==> src/rtl/bram_arb_pkg.sv <==
// Shared types and helpers for the BRAM bank arbiter: FSM states, read tags and id sizing.
package bram_arb_pkg;

  typedef enum logic [0:0] {
    StIdle,
    StLocked
  } state_t;

  // Tag ids are stored at a fixed width so the struct is usable for any NUM_REQ up to 256.
  localparam int unsigned MaxIdW = 8;

  typedef struct packed {
    logic              valid;
    logic [MaxIdW-1:0] id;
  } tag_t;

  function automatic int unsigned id_w(input int unsigned num_req);
    return (num_req > 1) ? $clog2(num_req) : 1;
  endfunction

endpackage

==> src/rtl/rr_arbiter.sv <==
// Combinational round-robin picker: first asserted request at or above prio_i, wrapping.
module rr_arbiter #(
  parameter int unsigned NumReq = 2,
  parameter int unsigned IdW    = 1
) (
  input  logic [NumReq-1:0] req_i,
  input  logic [IdW-1:0]    prio_i,
  output logic [NumReq-1:0] grant_o,
  output logic [IdW-1:0]    grant_id_o,
  output logic              valid_o
);

  int unsigned cand;

  always_comb begin
    grant_o    = '0;
    grant_id_o = '0;
    valid_o    = 1'b0;
    cand       = 0;
    for (int unsigned k = 0; k < NumReq; k++) begin
      cand = (32'(prio_i) + k) % NumReq;
      // Constant-index match avoids a variable bit-select into req_i.
      for (int unsigned i = 0; i < NumReq; i++) begin
        if (!valid_o && (i == cand) && req_i[i]) begin
          valid_o    = 1'b1;
          grant_o[i] = 1'b1;
          grant_id_o = IdW'(i);
        end
      end
    end
  end

endmodule

==> src/rtl/bram_bank_arbiter.sv <==
// Round-robin arbiter sharing one wide BRAM port among NUM_REQ requesters, with burst locking
// and read-data routing back to the issuing requester after the BRAM read latency.
module bram_bank_arbiter
  import bram_arb_pkg::*;
#(
  parameter int unsigned NUM_REQ      = 2,
  parameter int unsigned DATA_WIDTH   = 32,
  parameter int unsigned ADDR_WIDTH   = 12,
  parameter int unsigned WE_WIDTH     = DATA_WIDTH / 8,
  parameter int unsigned READ_LATENCY = 2
) (
  input  logic                             clk,
  input  logic                             rstn,
  input  logic [NUM_REQ-1:0]               req_valid,
  output logic [NUM_REQ-1:0]               req_ready,
  input  logic [NUM_REQ-1:0]               req_last,
  input  logic [NUM_REQ*WE_WIDTH-1:0]      req_we,
  input  logic [NUM_REQ*ADDR_WIDTH-1:0]    req_addr,
  input  logic [NUM_REQ*DATA_WIDTH-1:0]    req_wrdata,
  output logic [NUM_REQ-1:0]               rsp_valid,
  output logic [DATA_WIDTH-1:0]            rsp_rddata,
  output logic                             en_o,
  output logic [WE_WIDTH-1:0]              we_o,
  output logic [ADDR_WIDTH-1:0]            addr_o,
  output logic [DATA_WIDTH-1:0]            wrdata_o,
  input  logic [DATA_WIDTH-1:0]            rddata_i
);

  localparam int unsigned IdW = id_w(NUM_REQ);

  function automatic logic [IdW-1:0] next_id(input logic [IdW-1:0] id);
    return (id == IdW'(NUM_REQ - 1)) ? '0 : id + 1'b1;
  endfunction

  state_t                  state_q, state_d;
  logic [IdW-1:0]          owner_q, owner_d;
  logic [IdW-1:0]          prio_q, prio_d;

  logic [NUM_REQ-1:0]      arb_grant;
  logic [IdW-1:0]          arb_id;
  logic                    arb_valid;

  logic [NUM_REQ-1:0]      owner_oh;
  logic [IdW-1:0]          sel_id;
  logic                    sel_last;
  logic [WE_WIDTH-1:0]     sel_we;
  logic [ADDR_WIDTH-1:0]   sel_addr;
  logic [DATA_WIDTH-1:0]   sel_wrdata;
  logic                    accept;

  logic                    en_q;
  logic [WE_WIDTH-1:0]     we_q;
  logic [ADDR_WIDTH-1:0]   addr_q;
  logic [DATA_WIDTH-1:0]   wrdata_q;

  tag_t                    port_tag_d, port_tag_q;
  tag_t                    tag_q [READ_LATENCY];
  tag_t                    tag_out;

  rr_arbiter #(
    .NumReq (NUM_REQ),
    .IdW    (IdW)
  ) u_rr_arbiter (
    .req_i      (req_valid),
    .prio_i     (prio_q),
    .grant_o    (arb_grant),
    .grant_id_o (arb_id),
    .valid_o    (arb_valid)
  );

  always_comb begin
    owner_oh = '0;
    for (int unsigned i = 0; i < NUM_REQ; i++) begin
      owner_oh[i] = (owner_q == IdW'(i));
    end
  end

  // Ready is forced low while reset is held so nothing is accepted during reset.
  always_comb begin
    req_ready = '0;
    if (rstn) begin
      req_ready = (state_q == StLocked) ? owner_oh : arb_grant;
    end
    sel_id = (state_q == StLocked) ? owner_q : arb_id;
    accept = |(req_valid & req_ready);
  end

  always_comb begin
    sel_last   = 1'b0;
    sel_we     = '0;
    sel_addr   = '0;
    sel_wrdata = '0;
    for (int unsigned i = 0; i < NUM_REQ; i++) begin
      if (sel_id == IdW'(i)) begin
        sel_last   = req_last[i];
        sel_we     = req_we[i*WE_WIDTH +: WE_WIDTH];
        sel_addr   = req_addr[i*ADDR_WIDTH +: ADDR_WIDTH];
        sel_wrdata = req_wrdata[i*DATA_WIDTH +: DATA_WIDTH];
      end
    end
  end

  always_comb begin
    state_d = state_q;
    owner_d = owner_q;
    prio_d  = prio_q;
    unique case (state_q)
      StIdle: begin
        if (accept) begin
          if (sel_last) begin
            prio_d = next_id(arb_id);
          end else begin
            state_d = StLocked;
            owner_d = arb_id;
          end
        end
      end
      StLocked: begin
        // A cycle without the owner's valid is a bubble; the lock is kept.
        if (accept && sel_last) begin
          state_d = StIdle;
          prio_d  = next_id(owner_q);
        end
      end
      default: state_d = StIdle;
    endcase
  end

  always_comb begin
    port_tag_d       = '0;
    port_tag_d.valid = accept && (sel_we == '0);
    port_tag_d.id    = MaxIdW'(sel_id);
  end

  always_ff @(posedge clk) begin
    if (!rstn) begin
      state_q    <= StIdle;
      owner_q    <= '0;
      prio_q     <= '0;
      en_q       <= 1'b0;
      we_q       <= '0;
      addr_q     <= '0;
      wrdata_q   <= '0;
      port_tag_q <= '0;
      for (int unsigned i = 0; i < READ_LATENCY; i++) begin
        tag_q[i] <= '0;
      end
    end else begin
      state_q    <= state_d;
      owner_q    <= owner_d;
      prio_q     <= prio_d;
      en_q       <= accept;
      we_q       <= accept ? sel_we : '0;
      if (accept) begin
        addr_q   <= sel_addr;
        wrdata_q <= sel_wrdata;
      end
      // The tag rides with the beat on the port, then ages READ_LATENCY cycles to meet rddata_i.
      port_tag_q <= port_tag_d;
      tag_q[0]   <= port_tag_q;
      for (int unsigned i = 1; i < READ_LATENCY; i++) begin
        tag_q[i] <= tag_q[i-1];
      end
    end
  end

  always_comb begin
    tag_out   = tag_q[READ_LATENCY-1];
    rsp_valid = '0;
    for (int unsigned i = 0; i < NUM_REQ; i++) begin
      rsp_valid[i] = tag_out.valid && (tag_out.id == MaxIdW'(i));
    end
  end

  assign rsp_rddata = rddata_i;
  assign en_o       = en_q;
  assign we_o       = we_q;
  assign addr_o     = addr_q;
  assign wrdata_o   = wrdata_q;

endmodule

==> config.mk <==
export PLATFORM = sky130hd
export DESIGN_NAME = bram_bank_arbiter
export DESIGN_NICKNAME = d
export VERILOG_FILES = /design/src/rtl/bram_arb_pkg.sv /design/src/rtl/rr_arbiter.sv /design/src/rtl/bram_bank_arbiter.sv
export SDC_FILE = /design/constraint.sdc
export NUM_CORES = 1
export LEC_CHECK = 0
export BUFFER_PORTS_ARGS = -buffer_cell sky130_fd_sc_hd__buf_2
export CORE_MARGIN = 3
export CORE_UTILIZATION = 46
export CTS_CLUSTER_DIAMETER = 60
export DETAILED_ROUTE_END_ITERATION = 10
export GPL_ROUTABILITY_DRIVEN = 0
export PLACE_DENSITY = 0.85
export SLEW_MARGIN = 30
export SYNTH_ARGS = -nofsm -noshare
export SYNTH_HDL_FRONTEND = slang
export SYNTH_HIERARCHICAL = 1
export SYNTH_SLANG_ARGS = --single-unit
==> constraint.sdc <==
create_clock -name clk -period 3.9 [get_ports clk]
set_clock_uncertainty 0.05 [all_clocks]
set_input_delay 0.78 -clock clk [delete_from_list [all_inputs] [get_ports clk]]
set_output_delay 0.78 -clock clk [all_outputs]
set_load 0.01 [all_outputs]
### Word-level counts from Yosys, hierarchy flattened

Memories as Yosys holds them, arrays and structs flattened.
Index checks and enable logic that the tools add are counted.
W data, S select, Z words.

| word-level totals | value |
|---|---|
| memory bits (writable) | 18 |
| register bits | 61 |
| input port bits | 134 |
| memories kept | 1 |
| word-level logic and storage cells | 75 |

Memory list:

| memory | words | width | read ports | clocked after memory_dff | wr ports | line | RTL |
|---|---|---|---|---|---|---|---|
| tag_q | 2 | 9 | 2 | 0 | 2 | bram_bank_arbiter.sv:57 | `tag_t tag_q [READ_LATENCY];` |

| operators by class | value |
|---|---|
| reduce and logical (&&, ||, !) cells | 22 |
| bitwise operators | 6 |
| add/sub/neg operators | 3 |
| multiplexer cells | 29 |
| equality and inequality tests | 4 |

Operators by type and width:

| operator | number |
|---|---|
| $logic_not A32 Y1 | 2 |
| $mux W32 | 1 |
| $mux W1 | 20 |
| $mux W9 | 2 |
| $mux W12 | 1 |
| $logic_and A1 B1 Y1 | 11 |
| $eq A8 B1 Y1 const B | 1 |
| $logic_not A8 Y1 | 1 |
| $reduce_and A3 Y1 | 2 |
| $logic_not A4 Y1 | 1 |
| $mux W2 | 2 |
| $mux W4 | 1 |
| $ne A2 B2 Y1 const B | 2 |
| $pmux W1 S2 | 2 |
| $add A1 B1 Y1 const B | 3 |
| $logic_not A1 Y1 | 3 |
| $not A1 Y1 | 3 |
| $and A2 B2 Y2 | 1 |
| $ne A2 B1 Y1 const B | 1 |
| $or A1 B1 Y1 | 2 |
| $reduce_and A2 Y1 | 1 |
| $reduce_or A2 Y1 | 1 |

### Depth between registers and ports, before layout

| logic depth | value |
|---|---|
| depth in word-level cells | 22 |
| gate-level depth with buffers | 8 |

### Hierarchy

The synthesis kept the hierarchy.

Modules (own cells, without submodules):

| module | sequential area each (um2) | cells an instance | area an instance (um2) | times used |
|---|---|---|---|---|
| bram_bank_arbiter | 1161.1 | 290 | 3326.9 | 1 |
| rr_arbiter | 0.0 | 5 | 32.5 | 1 |

### Least setup slack after synthesis

Ideal clock, no wire load.

| path | value |
|---|---|
| path kind | in2out |
| start point | input port req_valid[1] |
| end point | output port req_ready[1] |
| slack | 1.732 ns |
| data arrival time | 1.338 ns |
| stages | 3 |
| cells stage by stage | a21boi_1 mux2_4 and2_1 |

| on the way | value |
|---|---|
| cells in the longest elaborated chain, start to end | 12 |
| elaborated cells between the ends (all ways) | 13 |
| those cells by class | mux: 6; reduce/logical: 7 |

RTL lines:

| what | line | RTL |
|---|---|---|
| start, declared | bram_bank_arbiter.sv:14 | `input logic [NUM_REQ-1:0] req_valid,` |
| $logic_and A1 B1 Y1 | rr_arbiter.sv:24 | `if (!valid_o && (i == cand) && req_i[i]) begin` |
| $mux W1 | rr_arbiter.sv:24 |  |
| $logic_not A1 Y1 | rr_arbiter.sv:24 |  |
| $logic_and A1 B1 Y1 (2 in series) | rr_arbiter.sv:24 |  |
| $mux W1 | rr_arbiter.sv:24 |  |
| $logic_not A1 Y1 | rr_arbiter.sv:24 |  |
| $logic_and A1 B1 Y1 (2 in series) | rr_arbiter.sv:24 |  |
| $mux W1 (*) | rr_arbiter.sv:24 |  |
| $mux W2 (*) | bram_bank_arbiter.sv:82 | `req_ready = (state_q == StLocked) ? owner_oh : arb_grant;` |
| $mux W2 (*) | bram_bank_arbiter.sv:81 | `if (rstn) begin` |
| end, declared | bram_bank_arbiter.sv:15 | `output logic [NUM_REQ-1:0] req_ready,` |

Mark *: on every way between the ends. The rest lies on a longest branch, timed or not.

### Final worst setup path

| path | value |
|---|---|
| start point | input port req_valid[0] |
| end point | output port req_ready[0] |

| on the way | value |
|---|---|
| cells in the longest elaborated chain, start to end | 12 |

RTL lines:

| what | line | RTL |
|---|---|---|
| $logic_and A1 B1 Y1 | rr_arbiter.sv:24 |  |
| $mux W1 | rr_arbiter.sv:24 |  |
| $logic_not A1 Y1 | rr_arbiter.sv:24 |  |
| $logic_and A1 B1 Y1 (2 in series) | rr_arbiter.sv:24 |  |
| $mux W1 | rr_arbiter.sv:24 |  |
| $logic_not A1 Y1 | rr_arbiter.sv:24 |  |
| $logic_and A1 B1 Y1 (2 in series) | rr_arbiter.sv:24 |  |
| $mux W1 (*) | rr_arbiter.sv:24 |  |
| net arb_grant[0] | bram_bank_arbiter.sv:39 | `logic [NUM_REQ-1:0] arb_grant;` |
| $mux W2 (*) | bram_bank_arbiter.sv:82 |  |
| $mux W2 (*) | bram_bank_arbiter.sv:81 |  |

The timed path passes the listed nets; every way through them passes the cells marked *.

==> metrics.yaml <==
clock_network:
  tritoncts: "done"
  cts_made_buffers: 9
  clk_pin_slew_ns: 0.06
  htreeDepth: 3
  root_buffer: "clkbuf_8"
  postCtsHoldBufs: 0
  cts_buffer_depth: 2
  cts_sinks: 58
  cts_setup_buffers: 0
  ctsResizeCount: 0
  clk_latency_ns: 0.32
flow_run:
  maxCapViolCount: 0
yosys:
  synth_nets: 428
  syn_area_um2: 3350
  synth_cells: 294
  syn_area_per_cell_um2: 11.4
  yosys_warnings: 6
finish:
  fin_cells: 509
  fill_cells: 617
  multi_input_area_um2: 1710
  register_area_um2: 1160
  nets: 542
  antenna_cells: 0
  drive_gt1_frac: 0.622
  fin_util: 0.575
  synthToLayoutAreaGrowth_pct: 19.2
  final_cell_area_um2: 4000
worst_hold_path:
  hp-class: "flip-flop to flip-flop"
  holdCritStartpoint: "tag_q[0][0]"
placed_design:
  place_ws_ns: 1.23
  dpl.hpwl_mm: 5.50
  placed_area_um2: 3830
  numPortBuffers: 154
  dp.cells: 493
worst_setup_path:
  critPathArrivalTime_ns: 1.60
  r2r_start: "prio_q"
  ff2ff_path_depth: 6
  critPathMaxFanout: 5
  regToRegSetupSlack_ns: 1.82
  timing.rr.end: "wrdata_o[4]"
  required_ns: 3.07
  crit_start: "req_valid[0]"
  cp-start-kind: "input port"
  end_kind: "primary output"
  worstSetupPathType: "input port to primary output"
  crit_end: "req_ready[0]"
timing:
  finalSetupViolCount: 0
  drv_slew: 0
  fin_hold_ws_ns: 0.385
  max_freq_mhz: 411
  period_minus_slack_ns: 2.43
  tightest_slew_ns: 0.719
  setup_tns_ns: 0
  period_share: 0.624
  relSlewSlack: 0.521
  hold_viol_final: 0
  rsz0062_at_grt: "no"
  setup_slack_ns: 1.47
routing:
  drt-pass1-iter-count: 4
  drc: 0
  viasPerCell: 5.06
  ant_nets: 0
  wire_per_inst_um: 15.0
  routed_wl_mm: 7.66
  num_vias: 2575
  drt_iter0_drc: 83
die:
  initial_core_util: 0.483
  ioPinCount: 219
  die_area_um2: 8350
  coreArea_um2: 6940
  std_cell_rows: 30
  die_x_um: 91.4
  die_h_um: 91.4
power:
  p_clk_frac: 0.304
  p_leak_nw: 1.94
  internal_power_mw: 1.07
  ir_worst_vdd_mv: 0.181
  p_sw_uw: 447
  sw_frac_of_total: 0.294
  combPwrFrac: 0.252
  power.density_nw_per_um2: 380
  finalPower_mw: 1.52
  p_seq_frac: 0.443
run_status:
  status: "finished, final reports clean"
global_route:
  grt_pass1_vias: 2538
  grt_max_degree: 47
  grt_usage: 0.182
  grt_pass1_wl_mm: 12.3
  antenna_found_initial: 0
  grt_remaining_overflow: 0
==> critical path, stage by stage <==
cell,delay [ns]
buf_2,0.13
a21boi_1,0.15
nor2b_1,0.27
o21a_1,0.15
buf_2,0.12
==> sequential cells by signal, indices dropped and copies added, names as in the netlist, named ones only <==
signal      cells
we_o            4
wrdata_o       32
port_tag_q      2
owner_q         1
tag_q           4
en_o            1
prio_q          1
addr_o         12
==> layout by cell type, fill, tap and decap left out, types with 2 or more instances in the layout <==
| cell | n |
|---|---|
| a211oi_2 | 39 |
| a211oi_1 | 6 |
| mux2i_1 | 50 |
| nand3_1 | 2 |
| o21ai_1 | 2 |
| nand2_1 | 3 |
| a21oi_1 | 2 |
| inv_1 | 2 |
| clkinv_2 | 3 |
| nor3_1 | 5 |
| a21boi_1 | 3 |
| nor2b_1 | 3 |
| nor2_1 | 6 |
| buf_4 | 4 |
| buf_2 | 154 |
| nor3_2 | 39 |
| and2_1 | 6 |
| clkbuf_1 | 3 |
| clkbuf_8 | 10 |
| dfxtp_1 | 58 |
==> routing by layer <==
layer / vias up / GRT usage / share of wire
met2: 101 / 0.302 / 0.50
met4: 0 / 0.0854 / 0.019
met5: - / 0 / 0
met3: 27 / 0.0439 / 0.066
met1: 1184 / 0.219 / 0.41
li1: 1263 / - / -
==> worst min-delay path by stage <==
stage | endpoint | cells after the start
detailed placement | tag_q[0][9] | 1
floorplan | tag_q[0][0] | 1
finish | tag_q[0][9] | 1
CTS | tag_q[0][9] | 1
global route | tag_q[0][9] | 1
global placement | tag_q[0][9] | 1
==> cell type report <==
class	instances	share of cell area
clock buffer	13	0.0373
clock inverter	3	0.00376
inverter	4	0.00438
sequential	58	0.291
timing repair buffer	159	0.205
multi-input combinational	176	0.429
tap	96	0.0301
==> power by group through the flow <==
stage	Clock (mW)	Combinational, mW	Sequential (mW)
floorplan	0	0.281	0.703
global route	0.506	0.420	0.679
detailed placement	0	0.387	0.685
CTS	0.481	0.388	0.674
global placement	0	0.377	0.685
finish	0.462	0.383	0.674
No activity file was read; power rests on OpenSTA's default activity.
